===== src/rtl/ifm_pkg.sv =====
// ifm_pkg: shared state encodings and FIFO field positions for the RX interface FIFO framers
package ifm_pkg;
  typedef enum logic [1:0] {
    S_IDLE = 2'd0,
    S_PASS = 2'd1,
    S_DROP = 2'd2
  } state_t;
  localparam int IFM_TLAST_BIT    = 72;
  localparam int IFM_TKEEP_MSB    = 71;
  localparam int IFM_TKEEP_LSB    = 64;
  localparam int IFM_INFO_ERR_BIT = 0;
endpackage


===== src/rtl/ifm_axis_oreg.sv =====
// ifm_axis_oreg: single-entry registered AXI-Stream output stage
module ifm_axis_oreg
  import ifm_pkg::*;
(
  input  logic        clk,
  input  logic        rst,
  input  logic        load,
  input  logic [72:0] din,
  input  logic        tready,
  output logic [63:0] tdata,
  output logic [7:0]  tkeep,
  output logic        tlast,
  output logic        tvalid
);
  // load a popped word, otherwise retire the pending beat once accepted
  always_ff @(posedge clk or posedge rst) begin
    if (rst) begin
      tdata  <= '0;
      tkeep  <= '0;
      tlast  <= 1'b0;
      tvalid <= 1'b0;
    end else if (load) begin
      tdata  <= din[63:0];
      tkeep  <= din[IFM_TKEEP_MSB:IFM_TKEEP_LSB];
      tlast  <= din[IFM_TLAST_BIT];
      tvalid <= 1'b1;
    end else if (tready) begin
      tvalid <= 1'b0;
    end
  end
endmodule


===== src/rtl/ifm_out_fsm.sv =====
// ifm_out_fsm: drains RX data/info FIFOs into AXI-Stream, dropping errored frames; IFM_OUT_STATS_EN adds frame counters
module ifm_out_fsm
  import ifm_pkg::*;
#(
  parameter int C_CNT_WIDTH = 32
) (
  input  logic                   rx_clk,
  input  logic                   sys_rst,
  input  logic [72:0]            data_fifo_rdata,
  input  logic                   data_fifo_empty,
  output logic                   data_fifo_rden,
  input  logic [7:0]             info_fifo_rdata,
  input  logic                   info_fifo_empty,
  output logic                   info_fifo_rden,
  output logic [63:0]            m_axis_tdata,
  output logic [7:0]             m_axis_tkeep,
  output logic                   m_axis_tlast,
  output logic                   m_axis_tvalid,
  input  logic                   m_axis_tready,
`ifdef IFM_OUT_STATS_EN
  output logic [C_CNT_WIDTH-1:0] good_frame_cnt,
  output logic [C_CNT_WIDTH-1:0] drop_frame_cnt,
`endif
  output logic [3:0]             ifm_out_fsm_dbg
);
  state_t state, state_nxt;
  logic   pass_pop, drop_pop;
  logic   unused_info;
  assign unused_info = ^info_fifo_rdata[7:1];
  // state register; reset abandons any partial frame
  always_ff @(posedge rx_clk or posedge sys_rst) begin
    if (sys_rst) state <= S_IDLE;
    else         state <= state_nxt;
  end
  // pop decisions and next state; the info word is popped together with the tlast word
  always_comb begin
    pass_pop       = (state == S_PASS) && !data_fifo_empty && (!m_axis_tvalid || m_axis_tready);
    drop_pop       = (state == S_DROP) && !data_fifo_empty;
    data_fifo_rden = pass_pop || drop_pop;
    info_fifo_rden = data_fifo_rden && data_fifo_rdata[IFM_TLAST_BIT];
    state_nxt      = S_IDLE;
    case (state)
      S_IDLE:         state_nxt = info_fifo_empty ? S_IDLE :
                                  info_fifo_rdata[IFM_INFO_ERR_BIT] ? S_DROP : S_PASS;
      S_PASS, S_DROP: state_nxt = info_fifo_rden ? S_IDLE : state;
      default:        state_nxt = S_IDLE;
    endcase
  end
  ifm_axis_oreg u_oreg (
    .clk    (rx_clk),
    .rst    (sys_rst),
    .load   (pass_pop),
    .din    (data_fifo_rdata),
    .tready (m_axis_tready),
    .tdata  (m_axis_tdata),
    .tkeep  (m_axis_tkeep),
    .tlast  (m_axis_tlast),
    .tvalid (m_axis_tvalid)
  );
  assign ifm_out_fsm_dbg = {m_axis_tvalid, 1'b0, state};
`ifdef IFM_OUT_STATS_EN
  // count completed frames by the state that consumed their tlast word
  always_ff @(posedge rx_clk or posedge sys_rst) begin
    if (sys_rst) begin
      good_frame_cnt <= '0;
      drop_frame_cnt <= '0;
    end else begin
      if (info_fifo_rden && state == S_PASS) good_frame_cnt <= good_frame_cnt + C_CNT_WIDTH'(1);
      if (info_fifo_rden && state == S_DROP) drop_frame_cnt <= drop_frame_cnt + C_CNT_WIDTH'(1);
    end
  end
`else
  localparam int unused_cnt_width = C_CNT_WIDTH;
`endif
endmodule


===== config.mk =====
export PLATFORM = sky130hd
export DESIGN_NAME = ifm_out_fsm
export DESIGN_NICKNAME = d
export VERILOG_FILES = /design/src/rtl/ifm_pkg.sv /design/src/rtl/ifm_axis_oreg.sv /design/src/rtl/ifm_out_fsm.sv
export SDC_FILE = /design/constraint.sdc
export NUM_CORES = 1
export LEC_CHECK = 0
export ABC_CLOCK_PERIOD_IN_PS = 4000
export CORE_MARGIN = 1
export CORE_UTILIZATION = 40
export CTS_CLUSTER_DIAMETER = 120
export CTS_CLUSTER_SIZE = 24
export DETAILED_ROUTE_END_ITERATION = 6
export PLACE_DENSITY = 0.8
export SETUP_SLACK_MARGIN = 0.15
export SKIP_CTS_REPAIR_TIMING = 1
export SYNTH_ARGS = -nofsm -noshare
export SYNTH_HDL_FRONTEND = slang
export SYNTH_SLANG_ARGS = --single-unit

===== constraint.sdc =====
create_clock -name rx_clk -period 4 [get_ports rx_clk]
set_input_delay 0.8 -clock rx_clk [delete_from_list [all_inputs] [get_ports rx_clk]]
set_output_delay 0.8 -clock rx_clk [all_outputs]
set_load 0.05 [all_outputs]

Word-level counts from Yosys, hierarchy flattened. Index checks and enable logic that the tools add are counted. Widths: inputs -> output; s select.

Equality and inequality tests: 3. Multiplexer cells: 6. Reductions and logical operators: 11.

Operators by type and width (number): $mux 2 (3); $logic_and 1x1->1 (4); $pmux 2 s2 (1); $eq 2x1->1 const B (1); $eq 2x2->1 const B (1); $logic_not 1->1 (2); $logic_not 2->1 (1); $logic_or 1x1->1 (2); $mux 1 (2); $ne 2x2->1 const B (1); $reduce_bool 2->1 (1); $reduce_or 2->1 (1).

Bits in registers: 76.

Depth between registers and ports, before layout. Gate-level depths: netlist of run 1.

Depth in word-level cells: 7. Gate-level depth with buffers: 6.

Cells and area by module. From an unflattened synthesis of run 1, not the netlist that was laid out.

Cell total of the unflattened synthesis: 180. Area, all modules: 3213.1 um^2.

Modules (own cells, without submodules): ifm_axis_oreg (times used 1, cells an instance 158, area each 2994.1 um^2); ifm_out_fsm (times used 1, cells an instance 22, area each 219.0 um^2).

Worst setup path after synthesis of run 1. Ideal clock, no wire load.

Path kind: register -> output. Start point: reg state[1]. End point: out info_fifo_rden. Arrival time: 2.164 ns. Required time: 3.200 ns. Slack: 1.036 ns. Cell stages (with the launch flop): 4. Path buffers: 0. Cells stage by stage: dfrtp_1 -> ha_1 -> nor3b_1 -> nor3_1.

Longest elaborated chain between the ends: 5. Elaborated cells on any way between the ends: 7. Those cells by class: eq/ne: 2; reduce/logical: 5.

RTL lines: from (decl) (RTL line ifm_out_fsm.sv:26) `state_t state, state_nxt;`; from (signal assigned) (RTL line ifm_out_fsm.sv:33) `else state <= state_nxt;`; $eq 2x1->1 (RTL line ifm_out_fsm.sv:37) `pass_pop = (state == S_PASS) && !data_fifo_empty && (!m_axis_tvalid || m_axis_tready);`; $logic_and 1x1->1 (2 in series) (RTL line ifm_out_fsm.sv:37); $logic_or 1x1->1 (*) (RTL line ifm_out_fsm.sv:39) `data_fifo_rden = pass_pop || drop_pop;`; $logic_and 1x1->1 (*) (RTL line ifm_out_fsm.sv:40) `info_fifo_rden = data_fifo_rden && data_fifo_rdata[IFM_TLAST_BIT];`; to (decl) (RTL line ifm_out_fsm.sv:14) `output logic info_fifo_rden,`.

Mark *: on every way between the ends. The rest lies on a longest branch, timed or not.

Worst setup path in the final report of run 1.
Start point: in data_fifo_empty. End point: out info_fifo_rden.

Longest elaborated chain between the ends: 5. Elaborated cells on any way between the ends: 6. Those cells by class: reduce/logical: 6.

RTL lines: from (decl) (RTL line ifm_out_fsm.sv:10) `input logic data_fifo_empty,`; $logic_not 1->1 (*) (RTL line ifm_out_fsm.sv:37, ifm_out_fsm.sv:38); $logic_and 1x1->1 (2 in series) (RTL line ifm_out_fsm.sv:37); $logic_or 1x1->1 (*) (RTL line ifm_out_fsm.sv:39); $logic_and 1x1->1 (*) (RTL line ifm_out_fsm.sv:40).

Marks and branches as above.

==> results of run 1 <==
==> metal layers <==
layer	wire length, um	vias to the layer above	GRT usage	part of all wire
li1	-	961	-	-
met2	3560	103	0.2846	0.49
met4	135	0	0.06026	0.019
met3	595	13	0.06568	0.082
met5	0	-	0	0
met1	2941	1042	0.2060	0.41
==> cell families after synthesis <==
group	Yosys count	share of synthesized area
multiplexers	73	0.3175
other	1	0.001141
AND/OR/NAND/NOR	9	0.01865
adder cells (fa/ha/maj)	3	0.01142
flip-flops	76	0.5786
AO/OA/AOI/OAI	7	0.01598
buffers and inverters	17	0.05672
==> flip-flops by register name (all words and copies together), names as in the netlist <==
signal / cells
state: 2
u_oreg.tdata: 64
u_oreg.tkeep: 8
u_oreg.tlast: 1
u_oreg.tvalid: 1
==> worst reg2reg max path, delay by kind of cell (launching register included) <==
kind / cells / cell delay, ns
AND/OR/NAND/NOR: 1 / 0.52
flip-flops: 1 / 0.43
multiplexers: 1 / 0.40
adder cells (fa/ha/maj): 1 / 0.22
buffers and inverters: 2 / 0.57
==> final timing paths <==
| kind | startpoint | end | slack, ns |
|---|---|---|---|
| setup / recovery | data_fifo_empty | info_fifo_rden | 0.52 |
| hold / removal | u_oreg.tdata[4] | u_oreg.tdata[4] | 0.51 |
| setup reg to reg | state[1] | u_oreg.tdata[11] | 1.75 |
| hold reg to reg | u_oreg.tdata[4] | u_oreg.tdata[4] | 0.51 |
| max in group asynchronous | sys_rst | u_oreg.tdata[13] | 2.36 |
| min in group asynchronous | sys_rst | state[1] | 0.94 |
==> cell type report <==
type                       instances  area (um^2)  area share
clock buffer                      10        127.6     0.02509
clock inverter                     6        88.84     0.01746
inverter                           7        26.28    0.005165
multi-input combinational         93         1199      0.2356
sequential                        76         1902      0.3738
tap                              102        127.6     0.02509
timing repair buffer             160         1617      0.3178
==> synthesized netlist by cell type, drive strengths merged <==
| cell type | instances |
|---|---|
| nand2 | 2 |
| nor2 | 1 |
| nand2b | 3 |
| o21ai | 1 |
| ha | 3 |
| buf | 10 |
| a2111o | 2 |
| a21o | 1 |
| and3 | 1 |
| o22ai | 2 |
| mux2 | 73 |
| nor3b | 1 |
| conb | 1 |
| dfrtp | 76 |
| nor3 | 1 |
| a21oi | 1 |
| inv | 7 |
==> power by group through the flow <==
| stage | Clock [W] | Combinational [W] | Sequential [W] |
|---|---|---|---|
| floorplan | 0 | 0.000743 | 0.00271 |
| global placement | 0 | 0.00301 | 0.00136 |
| detailed placement | 0 | 0.00304 | 0.00138 |
| CTS | 0.000661 | 0.00305 | 0.00137 |
| global route | 0.000702 | 0.00313 | 0.00141 |
| finish | 0.000633 | 0.00303 | 0.00137 |
==> per-stage QoR <==
stage | instance area (um^2) | hold WS (ns) | setup slack [ns]
after floorplan | 3287 | 0.8054 | 1.036
after global placement | 4871 | 0.4889 | 0.5716
after detailed placement | 4871 | 0.4918 | 0.5589
after CTS | 5087 | 0.5135 | 0.5343
after global routing | 5087 | 0.5241 | 0.4505
final | 5087 | 0.5084 | 0.5170
==> flow_summary_export.csv, run 1 <==
group,metric,value,unit
clock_tree,cts.sinks,76,
layout,antenna_cells,0,
sta,hold_viol_final,0,
placement,gp_congestion,0.8839,
sta,finClkSkew,0.009367,ns
drt,wirelength,7233,um
drt,drt-pass1-iter-count,4,
floorplanning,dieArea,8584,um^2
layout,drive_gt1_frac,0.2699,
drt,ant_nets,0,
pwr,power_density,988.1,nW/um^2
global_route,grt_max_degree,40,
yosys,synth_area_leader_cell,"dfrtp_1",
global_route,grt_use_total,0.1725,
yosys,synth_cells,186,
pwr,swShare,0.4562,
clock_tree,clk_latency,0.34,ns
drt,drtIter0Drc,53,
clock_tree,cts_buffer_depth,2,
floorplanning,die_y,92.65,um
layout,nets,436,
setup_path,arrival,2.68,ns
setup_path,cpPeakStageDelay,0.88,ns
setup_path,critPathSlowestCell,"clkdlybuf4s50_1",
drt,routedWlPerCell,15.93,um
yosys,synth_cell_types,21,
placement,dp_cells,438,
placement,hpwlAfterDp,5135,um
setup_path,crit_type,"primary input to output pin",
hold_path,hp-class,"register to register",
sta,max_freq,0.2871,GHz
floorplanning,io_pins,166,
setup_path,cp-end-kind,"output pin",
placement,port_buffers,157,
pwr,finalPower,0.005027,W
yosys,postSynthAreaPerCell,17.67,um^2
setup_path,cpMostUsedCell,"clkdlybuf4s50_1",
sta,post-route-min-period,3.483,ns
floorplanning,die_x,92.65,um
sta,fin_crit_sh,0.8707,
global_route,grt_antenna_before_repair,0,
run,drv_cap,0,
pwr,p_sw,0.002294,W
yosys,synth-seq-cells,76,
yosys,synth_area_leaders,"dfrtp_1 (58%), mux2_4 (27%), mux2_2 (4.8%)",
layout,layout_common_cells,"clkdlybuf4s50_1 (156), dfrtp_1 (76), mux2_4 (59), mux2_2 (14), clkbuf_8 (9)",
sta,final-setup-viol-count,0,
layout,syn2layout_area_growth,54.78,%
floorplanning,initial_utilization,0.4188,
pwr,seqPwrFrac,0.272,
layout,final_common_cell,"clkdlybuf4s50_1",
setup_path,cp.buffers_inverters,2,
global_route,grt_remaining_overflow,0,
drt,vias,2119,
clock_tree,cts_tree,"built",
setup_path,cpLargestDelayFamily,"buffers and inverters",
floorplanning,fp-row-count,32,
status,status,"finished clean",
yosys,synth_warnings,0,
setup_path,worst-path-stages,4,
drt,via_per_inst,4.667,
yosys,synth_top_area_frac,0.5786,
layout,final_cells,454,
yosys,synth_fp_nets,275,
clock_tree,cts_buffers,9,
global_route,first_global_vias,2276,
drt,drc_errors,0,
yosys,synth_seq_area_share,0.5786,
clock_tree,cts.clk_slew.worst_paths,0.08,ns
setup_path,start_kind,"primary input",
pwr,p_leak,2.202,nW
pwr,p_clk_frac,0.126,
setup_path,r2r_cells,5,
clock_tree,cts-root-buf,"clkbuf_8",
clock_tree,cts_max_level,3,
pwr,combPwrFrac,0.602,
sta,rsz0062_at_grt,"false",
setup_path,critical_path_required,3.20,ns
floorplanning,core_area,7848,um^2
layout,fillers,601,
global_route,grt_pass1_wl,11390,um
setup_path,crit_chain,"clkdlybuf4s50_1 -> nand2b_1 -> nor3_1 -> clkdlybuf4s50_1",
sta,max_slew_margin,0.4465,
pwr,ir_drop,528.7,uV
yosys,netlist_area,3287,um^2
setup_path,crit_path_max_fanout,3,
sta,worst_pin_slew,0.8291,ns
layout,final_util,0.6483,
pwr,p_int,0.002734,W
hold_path,holdPathStages,1,
sta,tns,0,ns
sta,drv_slew,0,
(Power assumes the default switching activity.)
==> run 2: changes to the inputs <==
--- a/config.mk
+++ b/config.mk
@@ -11,9 +11,10 @@
 export CTS_CLUSTER_DIAMETER = 120
 export CTS_CLUSTER_SIZE = 24
 export DETAILED_ROUTE_END_ITERATION = 6
-export PLACE_DENSITY = 0.8
+export PLACE_DENSITY_LB_ADDON = 0.05
 export SETUP_SLACK_MARGIN = 0.15
 export SKIP_CTS_REPAIR_TIMING = 1
+export SLEW_MARGIN = 20
 export SYNTH_ARGS = -nofsm -noshare
 export SYNTH_HDL_FRONTEND = slang
 export SYNTH_SLANG_ARGS = --single-unit
==> run 2 against run 1 <==
Net effect: cell count down 0.22%; first-iteration DRC count down 1.9%; flip-flop and latch count unchanged; fmax up 1.2%; sequential power about the same; design area up 0.52%; critical path type unchanged.
==> flow_summary_export.csv, run 2 (same netlist as run 1, synthesis figures left out) <==
group,metric,value,unit
setup_path,cp-end-kind,"output pin",
sta,finClkSkew,0.004974,ns
sta,max_slew_margin,0.3751,
floorplanning,core_area,7848,um^2
sta,post-route-min-period,3.442,ns
setup_path,arrival,2.64,ns
pwr,swShare,0.4449,
global_route,first_global_vias,2221,
floorplanning,initial_utilization,0.4188,
pwr,p_leak,2.220,nW
global_route,grt_max_degree,77,
pwr,p_int,0.002832,W
sta,worst_pin_slew,0.9374,ns
drt,drtIter0Drc,52,
sta,rsz0062_at_grt,"false",
layout,reg_top3,"u_oreg.tdata x64, u_oreg.tkeep x8, state x2",
drt,maxUsedRoutingLayer,"met4",
placement,dp_cells,437,
sta,tns,0,ns
setup_path,crit_type,"primary input to output pin",
layout,top_register,"u_oreg.tdata",
global_route,grt_pass1_wl,11230,um
layout,largest_reg_flops,64,
layout,layout_common_cells,"clkdlybuf4s50_1 (156), dfrtp_1 (76), mux2_4 (59), mux2_2 (14), clkbuf_8 (11)",
floorplanning,die_y,92.65,um
setup_path,critical_path_required,3.20,ns
pwr,p_clk_frac,0.140,
global_route,grt_antenna_before_repair,0,
clock_tree,cts_buffers,9,
clock_tree,cts_buffer_depth,2,
pwr,ir_drop,469.4,uV
sta,max_freq,0.2906,GHz
layout,syn2layout_area_growth,55.58,%
pwr,combPwrFrac,0.594,
clock_tree,cts.sinks,76,
drt,vias,2090,
drt,drc_errors,0,
drt,wirelength,6970,um
clock_tree,cts_max_level,3,
setup_path,start_kind,"primary input",
drt,ant_nets,0,
clock_tree,cts-root-buf,"clkbuf_8",
pwr,p_sw,0.002269,W
placement,hpwlAfterDp,4771,um
global_route,grt_remaining_overflow,0,
layout,antenna_cells,0,
layout,fillers,629,
pwr,power_density,997.6,nW/um^2
hold_path,hp-class,"register to register",
sta,hold_viol_final,0,
floorplanning,die_x,92.65,um
drt,route.met2.wl,3350,um
layout,nets,435,
clock_tree,cts_tree,"built",
layout,final_common_cell,"clkdlybuf4s50_1",
layout,final_cells,453,
layout,drive_gt1_frac,0.2678,
sta,fin_crit_sh,0.8604,
run,drv_cap,0,
pwr,seqPwrFrac,0.266,
drt,via_per_inst,4.614,
sta,drv_slew,0,
clock_tree,clk_latency,0.34,ns
placement,gp_congestion,0.7910,
drt,routedWlPerCell,15.39,um
drt,wl_met3,466,um
floorplanning,dieArea,8584,um^2
drt,drt-pass1-iter-count,4,
floorplanning,fp-row-count,32,
drt,wl_met1,3010,um
sta,final-setup-viol-count,0,
status,status,"finished clean",
floorplanning,io_pins,166,
placement,port_buffers,157,
setup_path,crit_path_max_fanout,3,
clock_tree,cts.clk_slew.worst_paths,0.08,ns
global_route,grt_use_total,0.1738,
run 2: cell types whose count changed in the layout (fill, tap and decap cells not counted), sizes merged:
cell / previous run / this run
clkinvlp: 2 / 0
clkinv: 2 / 1
bufinv: 2 / 3
clkbuf: 10 / 12
buf: 4 / 3
run 2: stage by stage:
stage	power [W]	hold slack, ns	setup WS (ns)	instance area, um^2	util
6_report	0.005101	0.5095	0.5584	5114	0.6516
5_1_grt	0.005320	0.5232	0.5000	5114	0.6516
4_1_cts	0.005154	0.5134	0.5736	5114	0.6516
3_5_place_dp	0.004412	0.4909	0.5945	4863	0.6197
3_3_place_gp	0.004383	0.4901	0.5860	4863	0.6197
2_1_floorplan	0.003457	0.8054	1.036	3287	-
run 2: final cells by class:
class | instances | area, um^2 | share of cell area
clock buffers | 12 | 155.1 | 0.03034
clock inverters | 4 | 95.09 | 0.01860
inverters | 7 | 26.28 | 0.005138
multi-input cells | 93 | 1199 | 0.2344
flip-flops and latches | 76 | 1902 | 0.3719
well taps | 102 | 127.6 | 0.02496
repair buffers | 159 | 1609 | 0.3147
run 2: worst paths after layout:
check	end	slack, ns	startpoint	cells after the start
min in group asynchronous	u_oreg.tdata[46]	1.07	sys_rst	3
min	u_oreg.tdata[45]	0.51	u_oreg.tdata[45]	1
max in group asynchronous	u_oreg.tdata[23]	2.33	sys_rst	3
max reg2reg	u_oreg.tdata[12]	2.06	state[1]	5
min reg2reg	u_oreg.tdata[45]	0.51	u_oreg.tdata[45]	1
max	info_fifo_rden	0.56	data_fifo_empty	4
run 2: critical path, stage by stage:
cell,delay (ns)
clkdlybuf4s50_1,0.43
nand2b_1,0.19
nor3_1,0.34
clkdlybuf4s50_1,0.88
run 2: power groups by stage:
stage | logic (W) | clock network, W | registers (W)
6_report | 0.00303 | 0.000714 | 0.00136
5_1_grt | 0.00314 | 0.000768 | 0.00141
4_1_cts | 0.00306 | 0.000736 | 0.00136
3_5_place_dp | 0.00304 | 0 | 0.00137
3_3_place_gp | 0.00303 | 0 | 0.00135
2_1_floorplan | 0.000743 | 0 | 0.00271
run 2: routing by layer:
layer,vias up,track usage
met5,-,0
met4,0,0.07308
met3,11,0.05090
met2,83,0.2710
met1,1034,0.2263
li1,962,-
